## config.mk

```make
export PLATFORM = sky130hd
export DESIGN_NAME = universal_ff_bank
export DESIGN_NICKNAME = d
export VERILOG_FILES = /design/src/rtl/uff_pkg.sv /design/src/rtl/uff_cell.sv /design/src/rtl/universal_ff_bank.sv
export SDC_FILE = /design/constraint.sdc
export NUM_CORES = 1
export LEC_CHECK = 0
export CORE_MARGIN = 5
export CORE_UTILIZATION = 30
export CTS_CLUSTER_DIAMETER = 200
export CTS_CLUSTER_SIZE = 20
export DETAILED_ROUTE_END_ITERATION = 8
export GPL_ROUTABILITY_DRIVEN = 1
export PLACE_DENSITY = 0.62
export SLEW_MARGIN = 30
export SYNTH_ARGS = -nofsm -noshare
export SYNTH_HDL_FRONTEND = slang
export SYNTH_SLANG_ARGS = --single-unit
```

## constraint.sdc

```tcl
create_clock -name clk -period 1.1 [get_ports clk]
set_input_delay 0.22 -clock clk [delete_from_list [all_inputs] [get_ports clk]]
set_output_delay 0.22 -clock clk [all_outputs]
set_load 0.01 [all_outputs]
```

## src/rtl/uff_pkg.sv

```systemverilog
// Shared constants for the universal flip-flop bank: per-bank mode encoding
// and the illegal-SR predicate used by each cell.
package uff_pkg;

  localparam logic [1:0] MODE_D  = 2'b00;
  localparam logic [1:0] MODE_T  = 2'b01;
  localparam logic [1:0] MODE_JK = 2'b10;
  localparam logic [1:0] MODE_SR = 2'b11;

  function automatic logic sr_illegal(input logic [1:0] mode, input logic s, input logic r);
    return (mode == MODE_SR) && s && r;
  endfunction

endpackage

```

## src/rtl/uff_cell.sv

```systemverilog
// One bit of the universal flip-flop bank: D/T/JK/SR next-state, a change
// pulse and a sticky illegal-SR flag.
module uff_cell
  import uff_pkg::*;
(
  input  logic       clk,
  input  logic       rst,
  input  logic       en,
  input  logic [1:0] mode,
  input  logic       a,
  input  logic       b,
  input  logic       err_clr,
  input  logic       rst_val,
  output logic       q,
  output logic       chg,
  output logic       err
);

  logic nxt;
  logic ill;

  always_comb begin
    nxt = q;
    unique case (mode)
      MODE_D:  nxt = a;
      MODE_T:  nxt = q ^ a;
      MODE_JK: nxt = (a & ~q) | (~b & q);
      MODE_SR: begin
        if (a && !b)      nxt = 1'b1;
        else if (!a && b) nxt = 1'b0;
        else              nxt = q;
      end
    endcase
  end

  assign ill = en & sr_illegal(mode, a, b);

  // Set beats clear so an illegal SR seen together with err_clr is not lost.
  always_ff @(posedge clk or posedge rst) begin
    if (rst) begin
      q   <= rst_val;
      chg <= 1'b0;
      err <= 1'b0;
    end else begin
      if (en) q <= nxt;
      chg <= en & (nxt ^ q);
      err <= ill | (err & ~err_clr);
    end
  end

endmodule

```

## src/rtl/universal_ff_bank.sv

```systemverilog
// Bank of WIDTH independent flip-flops sharing one mode select; adds the
// complemented output and the error OR-reduction on top of the cells.
module universal_ff_bank
  import uff_pkg::*;
#(
  parameter int               WIDTH   = 8,
  parameter logic [WIDTH-1:0] RST_VAL = '0
) (
  input  logic             clk,
  input  logic             rst,
  input  logic             en,
  input  logic [1:0]       mode,
  input  logic [WIDTH-1:0] a,
  input  logic [WIDTH-1:0] b,
  input  logic             err_clr,
  output logic [WIDTH-1:0] q,
  output logic [WIDTH-1:0] qb,
  output logic [WIDTH-1:0] chg,
  output logic [WIDTH-1:0] err,
  output logic             err_any
);

  for (genvar i = 0; i < WIDTH; i++) begin : g_cell
    uff_cell u_cell (
      .clk     (clk),
      .rst     (rst),
      .en      (en),
      .mode    (mode),
      .a       (a[i]),
      .b       (b[i]),
      .err_clr (err_clr),
      .rst_val (RST_VAL[i]),
      .q       (q[i]),
      .chg     (chg[i]),
      .err     (err[i])
    );
  end

  assign qb      = ~q;
  assign err_any = |err;

endmodule

```

==> results of run 1 <==
[critical path, delay by kind of cell (launching register included)]
| family | cells | cell delay [ps] |
|---|---|---|
| flops | 1 | 410 |
| simple gates | 2 | 400 |
| buf+inv | 1 | 150 |
[final cells by class]
type / count / area, sq um / area share [%]
clock inverters: 1 / 30.0 / 1.12
clock buffers: 3 / 41.3 / 1.55
inverters: 18 / 70.1 / 2.62
multi-input cells: 126 / 898 / 33.6
well taps: 72 / 90.1 / 3.37
flip-flops and latches: 24 / 601 / 22.5
repair buffers: 106 / 941 / 35.2
[state kept, by name, summed over array words and instances (netlist names)]
signal / cells
g_cell.u_cell.chg: 8
g_cell.u_cell.err: 8
g_cell.u_cell.q: 8
[logic make-up (layout without fill, tap and decap cells)]
kind of cell	after synthesis	in the layout
AND/OR/NAND/NOR	57	57
AO/OA/AOI/OAI	69	69
buffers and inverters	55	128
flip-flops	24	24
[cell usage in the layout, fill, tap and decap left out, drive strengths merged, types with 2 or more instances in the layout]
cell / count
dfrtp: 24
o211ai: 3
nand2b: 5
nand2: 28
nand4: 3
buf: 82
inv: 18
dlygate4sd2: 3
dlymetal6s2s: 8
o211a: 3
clkdlybuf4s50: 8
o221ai: 3
nand3b: 11
a221oi: 3
nand3: 7
o22ai: 12
clkbuf: 8
a31oi: 5
a21o: 3
o21ai: 3
a21oi: 22
nor4: 2
a211oi: 7
o221a: 3
[power groups by stage]
| stage | sequential, mW | combinational [mW] | clock (mW) |
|---|---|---|---|
| 6_report | 1.06 | 1.41 | 0.789 |
| 5_1_grt | 1.08 | 1.55 | 0.843 |
| 4_1_cts | 1.05 | 1.26 | 0.808 |
| 3_5_place_dp | 1.07 | 1.27 | 0 |
| 3_3_place_gp | 1.07 | 1.26 | 0 |
| 2_1_floorplan | 1.09 | 0.619 | 0 |
[metrics by stage]
step | utilization [%] | area [sq um] | hold WS [ps] | setup TNS, ps | worst slack [ps]
after floorplan | - | 1700 | 235 | 0 | 51.9
after global placement | 43.7 | 2410 | 571 | -11770 | -447
after detailed placement | 43.7 | 2410 | 582 | -12650 | -538
after CTS | 46.1 | 2540 | 280 | -851 | -309
after global routing | 48.5 | 2670 | 293 | -1640 | -464
final | 48.5 | 2670 | 268 | -789 | -353
[routing by layer]
layer	up-vias	wire (um)
met5	-	0
met4	0	29
met2	50	2430
met3	4	257
met1	833	2270
li1	870	-
[worst max-delay path by stage]
stage,depth (start not counted),endpoint
2_1_floorplan,4,g_cell[3].u_cell.chg$_DFF_PP0_
3_3_place_gp,5,g_cell[4].u_cell.q$_DFFE_PP0P_
3_5_place_dp,5,g_cell[7].u_cell.q$_DFFE_PP0P_
4_1_cts,3,err_any
5_1_grt,3,err_any
6_report,3,err_any
[what timing repair did]
| item | in CTS | in global routing |
|---|---|---|
| endpoints found under the setup margin | 57 | 41 |
| pin swaps | 6 | 8 |
| buffers inserted | 7 | 6 |
| cloned | 0 | 0 |
| resized for setup | 155 | 58 |
==> out/metrics.yaml, run 1 <==
status:
  violations: "negative setup slack"
  status: "finished, violations left"
die:
  die_y_um: 85.4
  core_area_sq_mm: 0.00551
  die_w_um: 85.4
  floorplan.initialDensity_pct: 30.9
  rows: 27
  die_area_sq_mm: 0.00729
  ioPinCount: 55
global_route:
  top_usage_layer: "met2"
  grt_pass1_wl_um: 8210
  grt_max_degree: 25
  grt_pass1_vias: 1725
  met3_usage_pct: 2.43
  grt_usage_pct: 13.7
  grt_antenna_before_repair: 0
  grt_util_met1_pct: 19.0
  grt_overflow_total: 0
  met2_usage_pct: 22.0
synthesis:
  yosysUniqueCellTypes: 31
  synth_fa_ha_area_share_pct: 0
  yosys.area_share.simple_pct: 17.5
  synth-seq-cells: 24
  yosys.cell_count.top_type: "nand2_1"
  async_reset_ff_share_pct: 100
  syn_nets: 227
  seq_area_frac_synth_pct: 35.2
  ys.flop_type: "dfrtp_1"
  synth_commonest_cells: "28 x nand2_1, 25 x buf_4, 24 x dfrtp_1"
  synthTopCellsByArea: "dfrtp_1 35%, buf_4 11%, a21oi_1 6.2%"
  syn_area_per_cell_sq_um: 8.31
  synth-xor-area-share_pct: 0
  netlist_instances: 205
  ys.warnings.count: 0
  muxShareOfSynthArea_pct: 0
  synth_edf_count: 0
  synth_top_family_by_area: "compound AO/OA/AOI/OAI gates"
  synth_compound_gate_area_share_pct: 27.8
  synth_area_sq_mm: 0.00170
  synth_top_area_share_pct: 35.2
  yosys.area.top_type: "dfrtp_1"
route:
  vias_per_cell: 5.02
  wl_per_cell_um: 14.3
  ant_nets: 0
  drc_errors: 0
  routed_wl_um: 4990
  via_count: 1757
  dr.first_iter.drc_count: 121
  firstDrtPassIters: 4
final_layout:
  final_cells: 350
  area_growth_pct: 56.8
  diodes: 0
  drive_gt1_share_pct: 43.9
  nets: 301
  n_fill_cell: 548
place:
  gp_congestion: 0.818
  port_buffers: 54
  dp.cells: 337
  hpwl_um: 3540
cts:
  root_buffer: "clkbuf_8"
  cts_buffers: 3
  cts_tree: "done"
  clk_latency_ps: 270
  clock_sinks: 24
  cts.hold.buffers_added: 0
  clockBufferDepth: 2
  h-tree-depth: 1
  clk_pin_slew_ps: 100
critical_path:
  startpoint: "g_cell[1].u_cell.err$_DFF_PP0_"
  r2r_slack_ps: -40
  cp.arrival_ps: 1230
  worst_setup_path_start_kind: "flop"
  path_class: "flop to output pin"
  cp.required_ps: 880
  setup.worst_path.end_class: "output pin"
  slowest_delay_ps: 410
  r2r_end: "g_cell[7].u_cell.q$_DFFE_PP0P_"
  path_cells: "nor4_2 > nand2_1 > buf_2"
  worst_path_max_delay_cell: "dfrtp_1"
  path_max_fanout: 2
  reg2reg_depth: 5
  r2r_start: "g_cell[7].u_cell.q$_DFFE_PP0P_"
timing:
  final-setup-viol-count: 10
  fin_skew_ps: 13.8
  tightest_slew_ps: 301
  worst_slack_ps: -353
  period_needed_ps: 1450
  slew_headroom_pct: 79.9
  rsz0062_at_grt: "yes"
  clock.fmax_mhz: 688
  hold_violations: 0
  drv_slew: 0
  post-route-period-util_pct: 132
power_and_ir_drop:
  vdd_drop_max_uv: 562
  p_leak_nw: 1.30
  comb_power_share_pct: 43.3
  finalPower_mw: 3.26
  switching_share_pct: 31.5
  p_switching_mw: 1.03
  power.internal_mw: 2.24
  seqPwrFrac_pct: 32.5
  power_density_mw_per_mm2: 1220
  clkPwrFrac_pct: 24.2
min_path:
  hold_class: "input pin to async pin"
job:
  max_cap_viol_count: 0
No activity file was read; power rests on OpenSTA's default activity.
==> run 2, diff against run 1 <==
--- a/config.mk
+++ b/config.mk
@@ -12,6 +12,7 @@
 export DETAILED_ROUTE_END_ITERATION = 8
 export GPL_ROUTABILITY_DRIVEN = 1
 export PLACE_DENSITY = 0.62
+export REMOVE_ABC_BUFFERS = 1
 export SLEW_MARGIN = 30
 export SYNTH_ARGS = -nofsm -noshare
 export SYNTH_HDL_FRONTEND = slang
==> run 2 against run 1 <==
Net effect: the run still ends with negative setup slack left; core utilization is 2.5 points higher; sequential cell count stayed put; clock-buffer cell count stayed put; critical path type unchanged; maximum frequency is 4.3% lower; clock power is 2.5% higher; die area stayed put; sequential share of layout area is 1.1 points lower.
==> out/metrics.yaml, run 2 (same netlist as run 1, synthesis figures left out) <==
route:
  vias_per_cell: 5.04  # was 5.02
  routed_wl_um: 5140  # was 4990 um
  firstDrtPassIters: 4  # unchanged
  via_count: 1806  # was 1,757
  drc_errors: 0  # unchanged
  wl_per_cell_um: 14.3  # about the same
  ant_nets: 0  # unchanged
  dr.first_iter.drc_count: 99  # was 121
timing:
  clock.fmax_mhz: 659  # was 688 MHz
  post-route-period-util_pct: 138  # was 132%
  hold_violations: 0  # unchanged
  fin_skew_ps: 4.12  # was 13.8 ps
  slew_headroom_pct: 78.3  # was 79.9%
  tightest_slew_ps: 322  # was 301 ps
  worst_slack_ps: -418  # was -353 ps
  final-setup-viol-count: 23  # was 10
  period_needed_ps: 1520  # was 1450 ps
  rsz0062_at_grt: "yes"  # unchanged
  drv_slew: 0  # unchanged
place:
  gp_congestion: 0.806  # was 0.818
  port_buffers: 54  # unchanged
  postPlaceCellArea_sq_mm: 0.00245  # was 0.00241 sq mm
  hpwl_um: 3680  # was 3540 um
die:
  rows: 27  # unchanged
  floorplan.initialDensity_pct: 30.9  # unchanged
  die_y_um: 85.4  # unchanged
  ioPinCount: 55  # unchanged
  die_w_um: 85.4  # unchanged
  core_area_sq_mm: 0.00551  # unchanged
  die_area_sq_mm: 0.00729  # unchanged
final_layout:
  final_cell_mix: "45 x buf_6, 32 x buf_4, 24 x dfrtp_1"  # was 36 x buf_4, 31 x buf_6, 24 x nand2_1, 24 x dfrtp_1, 19 x a21oi_1
  n_fill_cell: 528  # was 548
  fin_area_sq_mm: 0.00281  # was 0.00267 sq mm
  area_growth_pct: 65.0  # was 56.8%
  nets: 309  # was 301
  final_common_cell: "buf_6"  # was buf_4
  seq_area_sq_um: 601  # unchanged
  drive_gt1_share_pct: 46.2  # was 43.9%
  utilization_pct: 51.1  # was 48.5%
  top_regs: "g_cell.u_cell.chg (8), g_cell.u_cell.err (8), g_cell.u_cell.q (8)"  # unchanged
  diodes: 0  # unchanged
  multi_input_area_sq_um: 892  # was 898 sq um
critical_path:
  worst_setup_path_start_kind: "flop"  # unchanged
  r2r_slack_ps: -40  # about the same
  path_max_fanout: 2  # unchanged
  cp.arrival_ps: 1300  # was 1230 ps
  slowest_delay_ps: 400  # was 410 ps
  path_cells: "nor4_2 > buf_4 > nand2_4 > buf_6"  # was nor4_2 > nand2_1 > buf_2
  worst_path_max_delay_cell: "dfrtp_1"  # unchanged
  path_class: "flop to output pin"  # unchanged
  startpoint: "g_cell[6].u_cell.err$_DFF_PP0_"  # was g_cell[1].u_cell.err$_DFF_PP0_
  cp.required_ps: 880  # about the same
  r2r_start: "g_cell[6].u_cell.q$_DFFE_PP0P_"  # was g_cell[7].u_cell.q$_DFFE_PP0P_
  setup.worst_path.end_class: "output pin"  # unchanged
power_and_ir_drop:
  power_density_mw_per_mm2: 1250  # was 1220 mW/mm^2
  clkPwrFrac_pct: 23.0  # was 24.2%
  comb_power_share_pct: 47.1  # was 43.3%
  p_switching_mw: 1.11  # was 1.03 mW
  finalPower_mw: 3.51  # was 3.26 mW
  power.internal_mw: 2.40  # was 2.24 mW
  p_leak_nw: 1.34  # was 1.30 nW
  vdd_drop_max_uv: 658  # was 562 uV
  switching_share_pct: 31.6  # was 31.5%
  seqPwrFrac_pct: 29.9  # was 32.5%
cts:
  root_buffer: "clkbuf_8"  # unchanged
  cts_tree: "done"  # unchanged
  clock_sinks: 24  # unchanged
  cts_buffers: 3  # unchanged
  clk_pin_slew_ps: 100  # about the same
  clockBufferDepth: 2  # unchanged
  h-tree-depth: 1  # unchanged
  cts.hold.buffers_added: 0  # unchanged
  clk_latency_ps: 270  # about the same
global_route:
  grt_max_degree: 25  # unchanged
  grt_pass1_wl_um: 8830  # was 8210 um
  grt_overflow_total: 0  # unchanged
  grt_usage_pct: 14.6  # was 13.7%
  grt_pass1_vias: 1850  # was 1,725
  grt_antenna_before_repair: 0  # unchanged
min_path:
  hold_class: "input pin to async pin"  # unchanged
job:
  max_cap_viol_count: 0  # unchanged
status:
  status: "finished, violations left"  # unchanged
  violations: "negative setup slack"  # unchanged
[run 2: worst paths after layout]
path                       depth (start not counted)                        endpoint
max                                                4                         err_any
min                                                3  g_cell[6].u_cell.err$_DFF_PP0_
max reg2reg                                        5  g_cell[6].u_cell.q$_DFFE_PP0P_
min reg2reg                                        3  g_cell[3].u_cell.chg$_DFF_PP0_
max in group asynchronous                          3  g_cell[3].u_cell.err$_DFF_PP0_
min in group clk                                   3  g_cell[3].u_cell.err$_DFF_PP0_
[run 2: what timing repair did]
item,CTS,global route
endpoints found under the setup margin,57,42
pin swaps,12,16
cloned,0,0
resized for setup,198,32
setup buffers,14,4
[run 2: critical path, delay by kind of cell, from the launching register on]
family | cells | cell delay, ps
buffers and inverters | 2 | 290
AND/OR/NAND/NOR | 2 | 330
flip-flops | 1 | 400
[run 2: layout make-up]
| class | instances | area share [%] |
|---|---|---|
| Tap cell | 72 | 3.20 |
| Sequential cell | 24 | 21.4 |
| Clock inverter | 1 | 1.07 |
| Clock buffer | 3 | 1.47 |
| Multi-Input combinational cell | 126 | 31.7 |
| Inverter | 18 | 3.03 |
| Timing Repair Buffer | 114 | 38.1 |
[run 2: power groups by stage]
stage	Clock (mW)	Combinational [mW]	Sequential (mW)
floorplan	0	0.361	1.15
global placement	0	1.29	1.07
detailed placement	0	1.30	1.07
CTS	0.815	1.58	1.05
global route	0.843	1.79	1.06
finish	0.809	1.65	1.05
[run 2: metrics by stage]
step | hold slack [ps] | setup TNS [ps] | instances | worst slack [ps]
finish | 265 | -1430 | 358 | -418
CTS | 278 | -1440 | 356 | -435
global route | 289 | -2470 | 358 | -490
global placement | 574 | -13620 | 341 | -569
floorplan | 235 | 0 | 168 | 50.5
detailed placement | 577 | -13810 | 341 | -589
[run 2: routing by layer]
layer | wire [um] | up-vias | part of all wire [%] | global-route usage, %
met5 | 0 | - | 0 | 0
met4 | 34 | 0 | 0.66 | 3.02
met3 | 246 | 4 | 4.8 | 2.72
met2 | 2470 | 43 | 48 | 24.9
met1 | 2390 | 875 | 46 | 19.2
li1 | - | 884 | - | -
==> run 3, diff against run 2 <==
--- a/config.mk
+++ b/config.mk
@@ -5,15 +5,13 @@
 export SDC_FILE = /design/constraint.sdc
 export NUM_CORES = 1
 export LEC_CHECK = 0
-export CORE_MARGIN = 5
-export CORE_UTILIZATION = 30
 export CTS_CLUSTER_DIAMETER = 200
 export CTS_CLUSTER_SIZE = 20
 export DETAILED_ROUTE_END_ITERATION = 8
 export GPL_ROUTABILITY_DRIVEN = 1
-export PLACE_DENSITY = 0.62
 export REMOVE_ABC_BUFFERS = 1
 export SLEW_MARGIN = 30
 export SYNTH_ARGS = -nofsm -noshare
 export SYNTH_HDL_FRONTEND = slang
+export SYNTH_HIERARCHICAL = 1
 export SYNTH_SLANG_ARGS = --single-unit
==> constraint.sdc (replaced) <==
create_clock -name clk -period 1.1 [get_ports clk]
set_input_delay 0.11 -clock clk [delete_from_list [all_inputs] [get_ports clk]]
set_output_delay 0.11 -clock clk [all_outputs]
set_load 0.01 [all_outputs]
==> run 3 against run 2 <==
Net effect: the run now fails in synthesis.
==> out/metrics.yaml, run 3 <==
status:
  failed_stage: "synthesis"
  status: "did not finish"  # was finished, violations left
  error_line: "ERROR: Found 8 problems in 'check -assert'."
synthesis:
  ys_area_sq_mm: 0.00151
  yosys.area_share.simple_pct: 15.6  # was 17.5%
  synth_top_area_share_pct: 26.5  # was 35.2%
  seq_area_frac_synth_pct: 26.5  # was 35.2%
  yosys.cell_count.top_type: "inv_1"  # was nand2_1
  synth_fa_ha_area_share_pct: 0  # unchanged
  yosys.area.top_type: "dfrtp_1"  # unchanged
  async_reset_ff_share_pct: 100  # unchanged
  ys.warnings.count: 0  # unchanged
  synth-seq-cells: 16  # was 24
  synth_commonest_cells: "40 x inv_1, 17 x nand2_1"  # was 28 x nand2_1, 25 x buf_4, 24 x dfrtp_1
  muxShareOfSynthArea_pct: 7.95  # was 0%
  ys.flop_type: "dfrtp_1"  # unchanged
  synth_compound_gate_area_share_pct: 33.8  # was 27.8%
  ys_cells: 196
  synth_top_family_by_area: "compound AO/OA/AOI/OAI gates"  # unchanged
  synthTopCellsByArea: "dfrtp_1 26%, inv_1 9.9%, mux2_4 7.9%"  # was dfrtp_1 35%, buf_4 11%, a21oi_1 6.2%
  synth-xor-area-share_pct: 0  # unchanged
  yosysUniqueCellTypes: 17  # was 31
  synth_edf_count: 0  # unchanged
==> run 3: kinds of logic after synthesis <==
| logic type | count (synthesis) |
|---|---|
| simple gates | 51 |
| flops | 16 |
| other cells | 1 |
| mux | 8 |
| compound gates | 72 |
| buf+inv | 48 |
